[config.mk]
export PLATFORM = sky130hd
export DESIGN_NAME = fetch_unit_flat
export DESIGN_NICKNAME = d
export VERILOG_FILES = /design/src/rtl/fetch_if.sv /design/src/rtl/fetch_unit.sv /design/src/flat_wrapper.sv
export SDC_FILE = /design/constraint.sdc
export NUM_CORES = 1
export LEC_CHECK = 0
export BUFFER_PORTS_ARGS = -buffer_cell sky130_fd_sc_hd__buf_2
export CORE_MARGIN = 2
export CORE_UTILIZATION = 46
export CTS_CLUSTER_DIAMETER = 200
export DETAILED_ROUTE_END_ITERATION = 16
export GPL_TIMING_DRIVEN = 0
export PLACE_DENSITY = 0.82
export SYNTH_ARGS = -nofsm -noshare
export SYNTH_HDL_FRONTEND = slang
export SYNTH_SLANG_ARGS = --single-unit
[constraint.sdc]
create_clock -name clk -period 2 [get_ports clk]
set_input_delay 0.3 -clock clk [delete_from_list [all_inputs] [get_ports clk]]
set_output_delay 0.3 -clock clk [all_outputs]
set_load 0.03 [all_outputs]
[src/rtl/fetch_if.sv]
// rtl/fetch_if.sv - memory instruction port, instruction handshake and redirect bundle
interface fetch_if #(
  parameter int ADDR_W = 11,
  parameter int DATA_W = 32
);
  logic              mem_rd;
  logic [ADDR_W-1:0] mem_addr;
  logic [DATA_W-1:0] mem_rdata;
  logic [DATA_W-1:0] instr;
  logic [ADDR_W-1:0] instr_pc;
  logic              instr_valid;
  logic              instr_ready;
  logic              redirect;
  logic [ADDR_W-1:0] redirect_pc;

  modport master (
    output mem_rd, mem_addr, instr, instr_pc, instr_valid,
    input  mem_rdata, instr_ready, redirect, redirect_pc
  );

  modport slave (
    input  mem_rd, mem_addr, instr, instr_pc, instr_valid,
    output mem_rdata, instr_ready, redirect, redirect_pc
  );
endinterface

[src/rtl/fetch_unit.sv]
// rtl/fetch_unit.sv - instruction fetch stage with PC, single outstanding read and redirect
module fetch_unit #(
  parameter int ADDR_W  = 11,
  parameter int DATA_W  = 32,
  parameter int MEM_LAT = 2
) (
  input  logic              clk,
  input  logic              rst,
  input  logic [ADDR_W-1:0] start_pc,
  input  logic              en,
  output logic [ADDR_W-1:0] pc,
  fetch_if.master           bus
);
  localparam int CNT_W = (MEM_LAT < 2) ? 1 : $clog2(MEM_LAT + 1);

  typedef enum logic [1:0] {FETCH, WAIT, HOLD} state_t;

  state_t           state, state_nx;
  logic [CNT_W-1:0] cnt;
  logic             transfer;
  logic             issue;
  logic             capture;

  always_comb begin
    transfer = bus.instr_valid & bus.instr_ready & ~bus.redirect;
    issue    = 1'b0;
    capture  = 1'b0;
    state_nx = state;
    case (state)
      FETCH: begin
        if (en && !bus.redirect) begin
          issue    = 1'b1;
          state_nx = WAIT;
        end
      end
      WAIT: begin
        if (cnt == CNT_W'(1)) begin
          capture  = 1'b1;
          state_nx = HOLD;
        end
      end
      HOLD: begin
        if (transfer) begin
          if (en) begin
            issue    = 1'b1;
            state_nx = WAIT;
          end else begin
            state_nx = FETCH;
          end
        end
      end
      default: state_nx = FETCH;
    endcase
    // A redirect or reset abandons whatever read is in flight.
    if (bus.redirect || rst) begin
      issue    = 1'b0;
      capture  = 1'b0;
      state_nx = FETCH;
    end
  end

  assign bus.mem_rd   = issue;
  assign bus.mem_addr = pc;

  always_ff @(posedge clk) begin
    if (rst) begin
      state           <= FETCH;
      pc              <= start_pc;
      cnt             <= '0;
      bus.instr       <= '0;
      bus.instr_pc    <= '0;
      bus.instr_valid <= 1'b0;
    end else begin
      state <= state_nx;
      if (bus.redirect) begin
        pc              <= bus.redirect_pc;
        cnt             <= '0;
        bus.instr_valid <= 1'b0;
      end else begin
        if (issue) begin
          cnt <= CNT_W'(MEM_LAT);
        end else if (cnt != '0) begin
          cnt <= cnt - 1'b1;
        end
        if (capture) begin
          bus.instr       <= bus.mem_rdata;
          bus.instr_pc    <= pc;
          pc              <= pc + 1'b1;
          bus.instr_valid <= 1'b1;
        end else if (transfer) begin
          bus.instr_valid <= 1'b0;
        end
      end
    end
  end
endmodule

[src/flat_wrapper.sv]
// flat-port wrapper written by rule: the top's interface ports become plain ports
module fetch_unit_flat 
#(
  parameter int ADDR_W  = 11,
  parameter int DATA_W  = 32,
  parameter int MEM_LAT = 2
)
  (clk, rst, start_pc, en, pc, bus_mem_rd, bus_mem_addr, bus_instr, bus_instr_pc, bus_instr_valid, bus_mem_rdata, bus_instr_ready, bus_redirect, bus_redirect_pc);
  fetch_if #(.ADDR_W(ADDR_W), .DATA_W(DATA_W)) bus_i ();
  input  logic clk;
  input  logic rst;
  input  logic [ADDR_W-1:0] start_pc;
  input  logic en;
  output logic [ADDR_W-1:0] pc;
  output wire logic [$bits(bus_i.mem_rd)-1:0] bus_mem_rd;
  output wire logic [$bits(bus_i.mem_addr)-1:0] bus_mem_addr;
  output wire logic [$bits(bus_i.instr)-1:0] bus_instr;
  output wire logic [$bits(bus_i.instr_pc)-1:0] bus_instr_pc;
  output wire logic [$bits(bus_i.instr_valid)-1:0] bus_instr_valid;
  input wire logic [$bits(bus_i.mem_rdata)-1:0] bus_mem_rdata;
  input wire logic [$bits(bus_i.instr_ready)-1:0] bus_instr_ready;
  input wire logic [$bits(bus_i.redirect)-1:0] bus_redirect;
  input wire logic [$bits(bus_i.redirect_pc)-1:0] bus_redirect_pc;
  assign bus_mem_rd = bus_i.mem_rd;
  assign bus_mem_addr = bus_i.mem_addr;
  assign bus_instr = bus_i.instr;
  assign bus_instr_pc = bus_i.instr_pc;
  assign bus_instr_valid = bus_i.instr_valid;
  assign bus_i.mem_rdata = bus_mem_rdata;
  assign bus_i.instr_ready = bus_instr_ready;
  assign bus_i.redirect = bus_redirect;
  assign bus_i.redirect_pc = bus_redirect_pc;
  fetch_unit #(.ADDR_W(ADDR_W), .DATA_W(DATA_W), .MEM_LAT(MEM_LAT)) u_core (.clk(clk), .rst(rst), .start_pc(start_pc), .en(en), .pc(pc), .bus(bus_i));
endmodule
Word-level counts from Yosys, hierarchy flattened
Cells that the tools add are included.
{"block": "word_totals", "regBits": 59, "out_inout_bits": 67}
{"block": "classes", "addsub": 2, "eq_ne": 6, "muxes": 20, "bitwise_logic": 3, "reduce_logical": 13}
{"op": "$mux W11", "n": 3}
{"op": "$add A11 B1 Y11 const B", "n": 1}
{"op": "$mux W1", "n": 10}
{"op": "$mux W2", "n": 5}
{"op": "$ne A2 B1 Y1 const B", "n": 3}
{"op": "$pmux W2 S3", "n": 1}
{"op": "$reduce_bool A2 Y1", "n": 3}
{"op": "$eq A2 B1 Y1 const B", "n": 2}
{"op": "$reduce_or A2 Y1", "n": 2}
{"op": "$reduce_and A3 Y1", "n": 1}
{"op": "$reduce_bool A3 Y1", "n": 1}
{"op": "$reduce_or A3 Y1", "n": 1}
{"op": "$and A1 B1 Y1", "n": 2}
{"op": "$eq A2 B2 Y1 const B", "n": 1}
{"op": "$logic_not A2 Y1", "n": 1}
{"op": "$pmux W1 S2", "n": 1}
{"op": "$reduce_and A2 Y1", "n": 1}
{"op": "$sub A2 B1 Y2 const B", "n": 1}
{"op": "$logic_and A1 B1 Y1", "n": 1}
{"op": "$logic_not A1 Y1", "n": 1}
{"op": "$logic_or A1 B1 Y1", "n": 1}
{"op": "$not A1 Y1", "n": 1}

Longest topological paths before layout
{"block": "depth", "ltp_word": 7, "mapped_depth": 8, "mapped_depth_nobuf": 5}

Worst setup path before layout
No wires, ideal clock.
{"block": "synth_path", "kind": "register to register", "start": "register u_core.pc[2], in the netlist u_core.bus.mem_addr[2]", "end": "register u_core.pc[9], in the netlist u_core.bus.mem_addr[9], data pin", "t_arrival_ns": 1.414, "t_required_ns": 1.726, "setup_slack_ns": 0.311, "path_stages_with_launch": 6, "n_path_buf": 1, "path_cell_list": "edfxtp_1 -> and4_1 -> clkbuf_1 -> nand4_1 -> xor2_1 -> o221ai_1"}
{"block": "synth_via", "elab_chain_cells": 4}
{"element": "start: declaration", "line": "fetch_unit.sv:11", "text": "output logic [ADDR_W-1:0] pc,"}
{"element": "start signal: assignment", "line": "fetch_unit.sv:68", "text": "pc <= start_pc;"}
{"element": "start signal: assignment", "line": "fetch_unit.sv:76", "text": "pc <= bus.redirect_pc;"}
{"element": "start signal: assignment", "line": "fetch_unit.sv:88", "text": "pc <= pc + 1'b1;"}
{"element": "$add A11 B1 Y11", "line": "fetch_unit.sv:88"}
{"element": "$mux W11", "line": "fetch_unit.sv:85", "text": "if (capture) begin"}
{"element": "$mux W11", "line": "fetch_unit.sv:75", "text": "if (bus.redirect) begin"}
{"element": "$mux W11", "line": "fetch_unit.sv:66", "text": "if (rst) begin"}
Every way passes these cells. The select of a mux whose other input is x is not followed.
A chain may end at the register's enable or synchronous reset.

Worst setup path after layout
{"block": "layout_path", "start": "register u_core.pc[0], in the netlist u_core.bus.mem_addr[0]", "end": "register u_core.pc[4], in the netlist u_core.bus.mem_addr[4], data pin"}
The elaborated chain is that of the path after synthesis.

==> qor.yml <==
final_cell_mix: "buf_2 (125), nand2_1 (54), dfxtp_1 (48)"
fin_hold_ws_ns: 0.170
drv_cap: 0
ys_types: 36
critPathCaptureType: "flop"
wl_microns: 6720
grt_pass1_wl_microns: 10300
slowest_stage: "edfxtp_1"
skew_ns: 0.00449
io_buffers: 124
rsz0062_at_grt: "no"
setup_viol: 0
coreArea_sq_mm: 0.00551
grt_pass1_vias: 2226
switching_share_pct: 25.9
avgSynthCellArea_sq_um: 8.96
rows: 27
power_density_mw_per_mm2: 760
power.share.combinational_pct: 13.3
max_stage_delay_ns: 0.56
hpwl_microns: 4930
crit_arrival_ns: 1.84
cts_resized: 0
hold_viol: 0
cts_root_buffer: "clkbuf_8"
rrSetupSlack_ns: 0.29
antenna_found_initial: 0
finalNetCount: 488
fin_crit_sh_pct: 85.5
synth_area_sq_mm: 0.00263
dp_slack_ns: 0.332
tightestPinTransition_ns: 0.505
ys_ff_latch: 59
post_cts_buffers: 0
diodes: 0
cp_max_fo: 10
drive_gt1_share_pct: 37.6
die_w_microns: 79.6
wl_per_cell_microns: 13.3
crit_required_ns: 2.13
fin_util_pct: 64.1
setup.worst_path.start: "u_core.bus.mem_addr[0]"
netSwitchingPower_w: 0.000695
cts_sinks: 59
yosysSeqAreaShare_pct: 49.2
placed_cell_area_sq_mm: 0.00334
drtIter0Drc: 106
internal_power_w: 0.00198
fin_ws_ns: 0.289
min_path_type: "primary input to flop"
ys.warnings.count: 0
power_frac_seq_pct: 48.3
fin_area_sq_mm: 0.00353
r2r-end: "u_core.bus.mem_addr[4]"
syn-instance-count: 293
crit_path_start_kind: "flop"
initial_core_util_pct: 47.7
place_congestion: 0.827
fmax_mhz: 585
firstDrtPassIters: 6
clock_tree.htree_level_count: 3
clkTransAtPathRegs_ns: 0.06
rr_startpoint: "u_core.bus.mem_addr[0]"
hold_buffers: 0
yosys-top-cells-area: "dfxtp_1 (37%), edfxtp_1 (13%), nand2b_1 (11%)"
numCtsBuffers: 9
grt_usage_pct: 21.1
synth_fp_nets: 353
cp-endpoint: "u_core.bus.mem_addr[4]"
nFillCells: 481
die_area_sq_mm: 0.00633
report.final.slew_viol_count: 0
drc_errors: 0
cts_tree: "built"
finalSetupTns_ns: 0
criticalPathCategory: "flop to flop"
reg2reg_depth: 4
route.vias.total: 2476
synth_flop_cell: "dfxtp_1"
grt_max_degree: 12
async_flop_share_pct: 0
synth.top_cell.area_share_pct: 36.6
maxSlewHeadroom_pct: 66.2
clk_latency_ns: 0.33
outcome: "complete, no violations"
synth_top_cell_by_area: "dfxtp_1"
overflow: 0
power_frac_clock_pct: 38.4
die_h_microns: 79.6
viasPerCell: 4.90
cts_max_path_buffers: 2
vdd_drop_max_mv: 0.383
min_period_ns: 1.71
io_pins: 126
final_antenna_net_count: 0
leakage_nw: 1.63
final_common_cell: "buf_2"
synth_edf_count: 11
path_cells: "ha_1 -> nand3_1 -> xor2_1 -> a222oi_1"
area_growth_pct: 34.3
-- cells by family (layout without fill, tap and decap cells) --
kind of cell | after synthesis | in the layout | synth area share (%)
simple gates | 124 | 124 | 24.7
flops | 59 | 59 | 49.2
xor+xnor | 7 | 7 | 2.33
compound gates | 66 | 66 | 13.9
fa+ha+maj | 1 | 1 | 0.476
buf+inv | 34 | 174 | 8.62
mux | 2 | 2 | 0.810
-- routing by layer --
| metal | vias to the layer above | share of wire [%] | global-route usage [%] |
|---|---|---|---|
| met5 | - | 0 | 0 |
| met4 | 0 | 2.7 | 12.9 |
| met3 | 18 | 5.5 | 4.30 |
| met2 | 84 | 47 | 32.9 |
| met1 | 1136 | 44 | 26.7 |
| li1 | 1238 | - | - |
-- state kept, by name (all words and copies together) (netlist names) --
signal / count
u_core.state: 2
u_core.bus.instr_pc: 11
u_core.cnt: 2
u_core.bus.instr_valid: 1
u_core.bus.instr: 32
u_core.bus.mem_addr: 11
-- through the flow --
stage	power [W]	instances
5_1_grt	0.00277	505
4_1_cts	0.00269	505
3_5_place_dp	0.00167	489
3_3_place_gp	0.00167	489
2_1_floorplan	0.00154	293
6_report	0.00268	505
-- power groups by stage --
stage | combinational (W) | clock (W) | sequential [W]
after global placement | 0.000351 | 0 | 0.00132
final | 0.000356 | 0.00103 | 0.00129
after detailed placement | 0.000355 | 0 | 0.00132
after global routing | 0.000382 | 0.00109 | 0.00130
after floorplan | 0.000184 | 0 | 0.00135
after CTS | 0.000356 | 0.00104 | 0.00129
-- cell type report --
type / instances / area, sq um / share of cell area (%)
Clock buffer: 15 / 186 / 5.28
Sequential cell: 59 / 1290 / 36.6
Tap cell: 72 / 90.1 / 2.55
Buffer: 30 / 211 / 5.99
Timing Repair Buffer: 124 / 621 / 17.6
Clock inverter: 1 / 5.00 / 0.142
Multi-Input combinational cell: 200 / 1110 / 31.4
Inverter: 4 / 15.0 / 0.426
-- worst min path at each step --
stage | from | end | slack [ns] | depth (start not counted)
after global placement | u_core.bus.instr_pc[10] | u_core.bus.instr_pc[10] | 0.45 | 2
after global routing | bus_mem_rdata[10] | u_core.bus.instr[10] | 0.17 | 3
after CTS | bus_mem_rdata[16] | u_core.bus.instr[16] | 0.16 | 3
after detailed placement | u_core.bus.instr[18] | u_core.bus.instr[18] | 0.45 | 2
after floorplan | bus_mem_rdata[0] | u_core.bus.instr[0] | 0.41 | 2
final | bus_mem_rdata[11] | u_core.bus.instr[11] | 0.17 | 3
-- synth_stat cells (4+ instances only) --
master    instances
o21ai_0          39
a21oi_1           6
edfxtp_1         11
nand2_1          54
clkbuf_1          8
nor2_1            5
nand3_1           5
xor2_1            6
o21ai_1          10
buf_4            11
nand4_1           4
nand2b_1         45
buf_6             7
dfxtp_1          48
inv_1             4
-- worst max-delay path: cells and delay by family, from the launching register on --
kind            cells  cell delay, ns
compound gates      1            0.31
xor+xnor            1            0.17
simple gates        1            0.12
flops               1            0.56
fa+ha+maj           1            0.35
No activity file was read; power rests on OpenSTA's default activity.
